**src/rtl/bcd_entry_monitor_if.sv**
```systemverilog
// Bundles the switch inputs and display/reading outputs of the BCD entry monitor.
interface bcd_entry_monitor_if #(
    parameter int NUM_DIGITS = 3
);
    logic [3:0]                  digit_in;
    logic                        enter;
    logic                        sign_in;
    logic [4*NUM_DIGITS-1:0]     disp_digits;
    logic                        disp_neg;
    logic                        blink;
    logic [4*NUM_DIGITS-1:0]     curr_value;
    logic                        curr_neg;
    logic [4*(NUM_DIGITS+1)-1:0] diff_mag;
    logic                        diff_neg;
    logic                        value_valid;
    logic                        alarm;

    // Driver side: switches and strobe out, display and readings in.
    modport master (
        output digit_in, enter, sign_in,
        input  disp_digits, disp_neg, blink, curr_value, curr_neg,
        input  diff_mag, diff_neg, value_valid, alarm
    );

    // Monitor side.
    modport slave (
        input  digit_in, enter, sign_in,
        output disp_digits, disp_neg, blink, curr_value, curr_neg,
        output diff_mag, diff_neg, value_valid, alarm
    );
endinterface

```
**src/rtl/bcd_entry_monitor.sv**
```systemverilog
// Digit-by-digit BCD reading entry with blinking cursor, signed difference against the
// previous reading and a threshold alarm on the difference magnitude.
module bcd_entry_monitor #(
    parameter int NUM_DIGITS  = 3,
    parameter int BLINK_DIV   = 25000000,
    parameter int ALARM_LIMIT = 10
) (
    input logic              clk,
    input logic              rst,
    bcd_entry_monitor_if.slave bus
);

    localparam int IdxW  = (NUM_DIGITS > 1) ? $clog2(NUM_DIGITS) : 1;
    localparam int CntW  = $clog2(BLINK_DIV);
    localparam int MagW  = 4 * NUM_DIGITS;
    localparam int DiffW = 4 * (NUM_DIGITS + 1);

    localparam logic [IdxW-1:0] LastIdx = IdxW'(NUM_DIGITS - 1);
    localparam logic [CntW-1:0] CntMax  = CntW'(BLINK_DIV - 1);

    typedef enum logic {StEntry, StShow} state_e;

    state_e            state_q, state_d;
    logic [IdxW-1:0]   idx_q, idx_d;
    logic [MagW-1:0]   cap_q, cap_d;
    logic [MagW-1:0]   curr_q, curr_d;
    logic              curr_neg_q, curr_neg_d;
    logic [DiffW-1:0]  diff_mag_q, diff_mag_d;
    logic              diff_neg_q, diff_neg_d;
    logic              alarm_q, alarm_d;
    logic              valid_q, valid_d;
    logic              first_q, first_d;
    logic [CntW-1:0]   cnt_q;
    logic              blink_q;

    logic              digit_ok;
    int unsigned       new_bin, old_bin;
    int                new_s, old_s, diff_s, diff_abs;

    // Packed BCD magnitude to binary.
    function automatic int unsigned bcd_to_bin(input logic [MagW-1:0] v);
        int unsigned acc;
        acc = 0;
        for (int i = NUM_DIGITS - 1; i >= 0; i--) begin
            acc = acc * 10 + 32'(v[4*i +: 4]);
        end
        return acc;
    endfunction

    // Binary magnitude to packed BCD with one extra digit for the difference range.
    function automatic logic [DiffW-1:0] bin_to_bcd(input int unsigned b);
        logic [DiffW-1:0] r;
        int unsigned      t;
        r = '0;
        t = b;
        for (int i = 0; i <= NUM_DIGITS; i++) begin
            r[4*i +: 4] = 4'(t % 10);
            t = t / 10;
        end
        return r;
    endfunction

    assign digit_ok = (bus.digit_in <= 4'd9);

    // Free-running blink phase: toggles every BLINK_DIV cycles, starts lit.
    always_ff @(posedge clk) begin
        if (rst) begin
            cnt_q   <= '0;
            blink_q <= 1'b1;
        end else if (cnt_q == CntMax) begin
            cnt_q   <= '0;
            blink_q <= ~blink_q;
        end else begin
            cnt_q   <= cnt_q + 1'b1;
        end
    end

    // Entry FSM and committed-reading registers.
    always_ff @(posedge clk) begin
        if (rst) begin
            state_q    <= StEntry;
            idx_q      <= '0;
            cap_q      <= '0;
            curr_q     <= '0;
            curr_neg_q <= 1'b0;
            diff_mag_q <= '0;
            diff_neg_q <= 1'b0;
            alarm_q    <= 1'b0;
            valid_q    <= 1'b0;
            first_q    <= 1'b1;
        end else begin
            state_q    <= state_d;
            idx_q      <= idx_d;
            cap_q      <= cap_d;
            curr_q     <= curr_d;
            curr_neg_q <= curr_neg_d;
            diff_mag_q <= diff_mag_d;
            diff_neg_q <= diff_neg_d;
            alarm_q    <= alarm_d;
            valid_q    <= valid_d;
            first_q    <= first_d;
        end
    end

    // Next state: digit capture, commit with signed difference, and SHOW -> ENTRY restart.
    always_comb begin
        state_d    = state_q;
        idx_d      = idx_q;
        cap_d      = cap_q;
        curr_d     = curr_q;
        curr_neg_d = curr_neg_q;
        diff_mag_d = diff_mag_q;
        diff_neg_d = diff_neg_q;
        alarm_d    = alarm_q;
        valid_d    = 1'b0;
        first_d    = first_q;
        new_bin    = 0;
        old_bin    = 0;
        new_s      = 0;
        old_s      = 0;
        diff_s     = 0;
        diff_abs   = 0;

        unique case (state_q)
            StEntry: begin
                if (bus.enter && digit_ok) begin
                    for (int i = 0; i < NUM_DIGITS; i++) begin
                        if (IdxW'(i) == idx_q) begin
                            cap_d[4*i +: 4] = bus.digit_in;
                        end
                    end
                    if (idx_q == LastIdx) begin
                        // The current reading becomes the previous operand of the difference.
                        new_bin  = bcd_to_bin(cap_d);
                        old_bin  = bcd_to_bin(curr_q);
                        new_s    = (bus.sign_in && new_bin != 0) ? -int'(new_bin) : int'(new_bin);
                        old_s    = curr_neg_q ? -int'(old_bin) : int'(old_bin);
                        diff_s   = new_s - old_s;
                        diff_abs = (diff_s < 0) ? -diff_s : diff_s;

                        curr_d     = cap_d;
                        curr_neg_d = bus.sign_in && (new_bin != 0);
                        diff_mag_d = bin_to_bcd($unsigned(diff_abs));
                        diff_neg_d = (diff_s < 0);
                        alarm_d    = first_q ? 1'b0 : (diff_abs > ALARM_LIMIT);
                        first_d    = 1'b0;
                        valid_d    = 1'b1;
                        state_d    = StShow;
                        idx_d      = '0;
                    end else begin
                        idx_d = idx_q + 1'b1;
                    end
                end
            end
            StShow: begin
                if (bus.enter) begin
                    state_d = StEntry;
                    idx_d   = '0;
                    cap_d   = '0;
                end
            end
            default: state_d = StEntry;
        endcase
    end

    // Display: blinking cursor digit during entry, steady committed reading in SHOW.
    always_comb begin
        bus.disp_digits = '1;
        bus.disp_neg    = (state_q == StShow) ? curr_neg_q : bus.sign_in;
        for (int i = 0; i < NUM_DIGITS; i++) begin
            if (state_q == StShow) begin
                bus.disp_digits[4*i +: 4] = curr_q[4*i +: 4];
            end else if (IdxW'(i) < idx_q) begin
                bus.disp_digits[4*i +: 4] = cap_q[4*i +: 4];
            end else if (IdxW'(i) == idx_q) begin
                bus.disp_digits[4*i +: 4] = blink_q ? bus.digit_in : 4'hF;
            end else begin
                bus.disp_digits[4*i +: 4] = 4'hF;
            end
        end
    end

    assign bus.blink       = blink_q;
    assign bus.curr_value  = curr_q;
    assign bus.curr_neg    = curr_neg_q;
    assign bus.diff_mag    = diff_mag_q;
    assign bus.diff_neg    = diff_neg_q;
    assign bus.value_valid = valid_q;
    assign bus.alarm       = alarm_q;

endmodule

```
**src/flat_wrapper.sv**
```systemverilog
// flat-port wrapper written by rule: the top's interface ports become plain ports
module bcd_entry_monitor_flat 
#(
    parameter int NUM_DIGITS  = 3,
    parameter int BLINK_DIV   = 25000000,
    parameter int ALARM_LIMIT = 10
)
  (clk, rst, bus_digit_in, bus_enter, bus_sign_in, bus_disp_digits, bus_disp_neg, bus_blink, bus_curr_value, bus_curr_neg, bus_diff_mag, bus_diff_neg, bus_value_valid, bus_alarm);
  bcd_entry_monitor_if #(.NUM_DIGITS(NUM_DIGITS)) bus_i ();
  input logic clk;
  input logic rst;
  input wire logic [$bits(bus_i.digit_in)-1:0] bus_digit_in;
  input wire logic [$bits(bus_i.enter)-1:0] bus_enter;
  input wire logic [$bits(bus_i.sign_in)-1:0] bus_sign_in;
  output wire logic [$bits(bus_i.disp_digits)-1:0] bus_disp_digits;
  output wire logic [$bits(bus_i.disp_neg)-1:0] bus_disp_neg;
  output wire logic [$bits(bus_i.blink)-1:0] bus_blink;
  output wire logic [$bits(bus_i.curr_value)-1:0] bus_curr_value;
  output wire logic [$bits(bus_i.curr_neg)-1:0] bus_curr_neg;
  output wire logic [$bits(bus_i.diff_mag)-1:0] bus_diff_mag;
  output wire logic [$bits(bus_i.diff_neg)-1:0] bus_diff_neg;
  output wire logic [$bits(bus_i.value_valid)-1:0] bus_value_valid;
  output wire logic [$bits(bus_i.alarm)-1:0] bus_alarm;
  assign bus_i.digit_in = bus_digit_in;
  assign bus_i.enter = bus_enter;
  assign bus_i.sign_in = bus_sign_in;
  assign bus_disp_digits = bus_i.disp_digits;
  assign bus_disp_neg = bus_i.disp_neg;
  assign bus_blink = bus_i.blink;
  assign bus_curr_value = bus_i.curr_value;
  assign bus_curr_neg = bus_i.curr_neg;
  assign bus_diff_mag = bus_i.diff_mag;
  assign bus_diff_neg = bus_i.diff_neg;
  assign bus_value_valid = bus_i.value_valid;
  assign bus_alarm = bus_i.alarm;
  bcd_entry_monitor #(.NUM_DIGITS(NUM_DIGITS), .BLINK_DIV(BLINK_DIV), .ALARM_LIMIT(ALARM_LIMIT)) u_core (.clk(clk), .rst(rst), .bus(bus_i));
endmodule
```
**config.mk**
```make
export PLATFORM = sky130hd
export DESIGN_NAME = bcd_entry_monitor_flat
export DESIGN_NICKNAME = d
export VERILOG_FILES = /design/src/rtl/bcd_entry_monitor_if.sv /design/src/rtl/bcd_entry_monitor.sv /design/src/flat_wrapper.sv
export SDC_FILE = /design/constraint.sdc
export NUM_CORES = 1
export LEC_CHECK = 0
export ABC_AREA = 1
export CORE_AREA = 2 2 175 177
export CTS_CLUSTER_SIZE = 25
export DETAILED_ROUTE_END_ITERATION = 8
export DIE_AREA = 0 0 177 179
export PLACE_DENSITY = 0.77
export SKIP_CTS_REPAIR_TIMING = 1
export SYNTH_ARGS = -nofsm -noshare
export SYNTH_HDL_FRONTEND = slang
export SYNTH_SLANG_ARGS = --single-unit
```
**constraint.sdc**
```tcl
create_clock -name clk -period 31.3 [get_ports clk]
set_clock_uncertainty 0.2 [all_clocks]
set_input_delay 4.695 -clock clk [delete_from_list [all_inputs] [get_ports clk]]
set_output_delay 4.695 -clock clk [all_outputs]
set_load 0.02 [all_outputs]
```
==> results.toml <==
[run_status]
outcome = "complete, no violations"

[clock_network]
clk_pin_slew_ns = 0.06
insertion_delay_ns = 0.33
cts_buffer_depth = 2
cts_tree = "built"
numCtsBuffers = 9
numClockSinks = 74
htree_levels = 3
cts_root_buf = "clkbuf_16"

[setup_path]
cp-end-kind = "flip-flop"
critical_path_class = "in2reg"
cp-start-kind = "input port"
worstPathArrival_ns = 25.35
crit_path_max_fanout = 12
slowest_delay_ns = 0.49
required_ns = 31.33
slowest_stage = "nor3_1"

[job]
maxCapViolCount = 0

[drt]
drc_errors = 0
wirelength_mm = 41.5
wire_per_inst_um = 11.9
antenna_left = 0
num_vias = 18400
dr.pass1.iters = 5
drtIter0Drc = 974
via_per_inst = 5.28

[timing]
period_needed_ns = 25.32
fmax_ghz = 0.0395
worst_slack_ns = 5.98
fin_crit_sh = 0.809
rsz0062_at_grt = "no"
slew_headroom = 0.386
setup_violations = 0
drv_slew = 0
totalNegativeSetupSlack_ns = 0
worstMarginPinSlew_ns = 0.913
hold_violations = 0

[yosys]
synth_top_cell_by_area = "nand2_1"
synth.area.top_cells = "nand2_1 (18%), nand3_1 (9.8%), nand2_2 (9.0%)"
avgSynthCellArea_um2 = 5.73
synth-edff-count = 0
syn-cell-area_mm2 = 0.0175
synthAdderAreaFrac = 0.0723
synthDistinctLibCells = 71
synthCells = 3047
yosys_warnings = 0
yosys.area_share.simple = 0.545
ys_seq_elements = 74
ys_seq_area_frac = 0.0849
synthMuxAreaShare = 0.00115
yosys-top-cells-count = "nand2_1 (823), inv_1 (402), nand3_1 (341)"
synth_xor_area_frac = 0.0629
synth_compound_area_frac = 0.102
synth-async-reset-ratio = 0
synth_top_family_by_area = "simple AND/OR/NAND/NOR gates"
yosysMostFrequentCell = "nand2_1"
synth_top_area_frac = 0.177
dominantRegCellSynth = "dfxtp_1"

[global_route]
grt_pass1_wl_mm = 70.7
grt_pass1_vias = 16700
grt-ovfl-total = 0
grt_max_degree = 33
grt_usage = 0.256
grt_antenna_before_repair = 0

[cells_and_area]
drive_gt1_frac = 0.198
stdcell_area_mm2 = 0.0186
area_growth_pct = 6.77
fin_cells = 3491
antenna_cells = 0
nets = 3194

[placement]
dp_hpwl_mm = 34.6
pre_cts_ws_ns = 5.73
dp_cells = 3475
place_congestion = 0.944
io_buffers = 53
dpl_cell_area_mm2 = 0.0183

[floorplanning]
dieArea_mm2 = 0.0317
floorplan.core_area_mm2 = 0.0300
io_pins = 54
die_w_um = 177
row_count = 64
die_h_um = 179
start_util = 0.581

[worst_hold_path]
hp-class = "reg2reg"
## per-layer routing
metal  vias up  track usage  part of all wire
li1       9758            -                 -
met1      8276        0.325              0.46
met2       358        0.478              0.49
met3        45       0.0142             0.038
met4         0       0.0496             0.013
met5         -            0                 0
## cells by family after synthesis
kind of cell / count (synthesis)
other: 1
buffers and inverters: 575
AO/OA/AOI/OAI: 301
AND/OR/NAND/NOR: 1879
adder cells (fa/ha/maj): 96
multiplexers: 2
flip-flops: 74
XOR/XNOR: 119
## cell usage in the layout, fill, tap and decap left out, drive strengths merged, types with 26 or more instances in the layout
master         netlist  layout
xnor2               26      26
o21ai              128     128
nand2             1157    1157
dfxtp               74      74
nand3              390     390
xor2                93      93
ha                  88      88
nor3                26      26
nand4               50      50
a21oi              114     114
nor2               205     205
clkdlybuf4s50        0      53
inv                528     529
## flip-flops by register name (all words and copies together), names as in the netlist
register	flops
u_core.cnt_q	25
u_core.bus.diff_mag	16
u_core.bus.curr_value	12
u_core.cap_q	12
u_core.idx_q	2
u_core.bus.alarm	1
u_core.bus.blink	1
u_core.bus.curr_neg	1
u_core.bus.diff_neg	1
u_core.bus.value_valid	1
u_core.first_q	1
u_core.state_q	1
## cell type report
cell class | count | area (um2)
Clock inverter | 6 | 65.1
Timing Repair Buffer | 57 | 561
Multi-Input combinational cell | 2399 | 13700
Tap cell | 396 | 495
Clock buffer | 10 | 229
Sequential cell | 74 | 1480
Inverter | 549 | 2140
Fill cell | 2886 | 11400
## stage by stage
stage	hold WS (ns)	utilization
4_1_cts	0.270	0.621
2_1_floorplan	0.230	-
3_3_place_gp	0.243	0.611
3_5_place_dp	0.260	0.611
6_report	0.269	0.621
5_1_grt	0.295	0.621
## worst max-delay path, delay by kind of cell
family | cells | cell delay (ns)
xor gates and xnor gates | 10 | 2.28
and+or+nand+nor | 116 | 11.64
adders and majority gates | 7 | 1.84
AOI/OAI and AO/OA | 12 | 2.06
buffers and inverters | 27 | 2.83
## path summary, 6_finish.rpt
path | slack, ns | cells past startpoint | start | to
max | 5.98 | 172 | bus_digit_in[1] | u_core.bus.diff_mag[11]
min | 0.27 | 2 | u_core.bus.diff_mag[14] | u_core.bus.diff_mag[14]
max reg2reg | 9.98 | 173 | u_core.idx_q[1] | u_core.bus.diff_mag[11]
min reg2reg | 0.27 | 2 | u_core.bus.diff_mag[14] | u_core.bus.diff_mag[14]
Power is not shown: default switching activity piles up to over one toggle a cycle in this logic, so the estimate is an artifact.
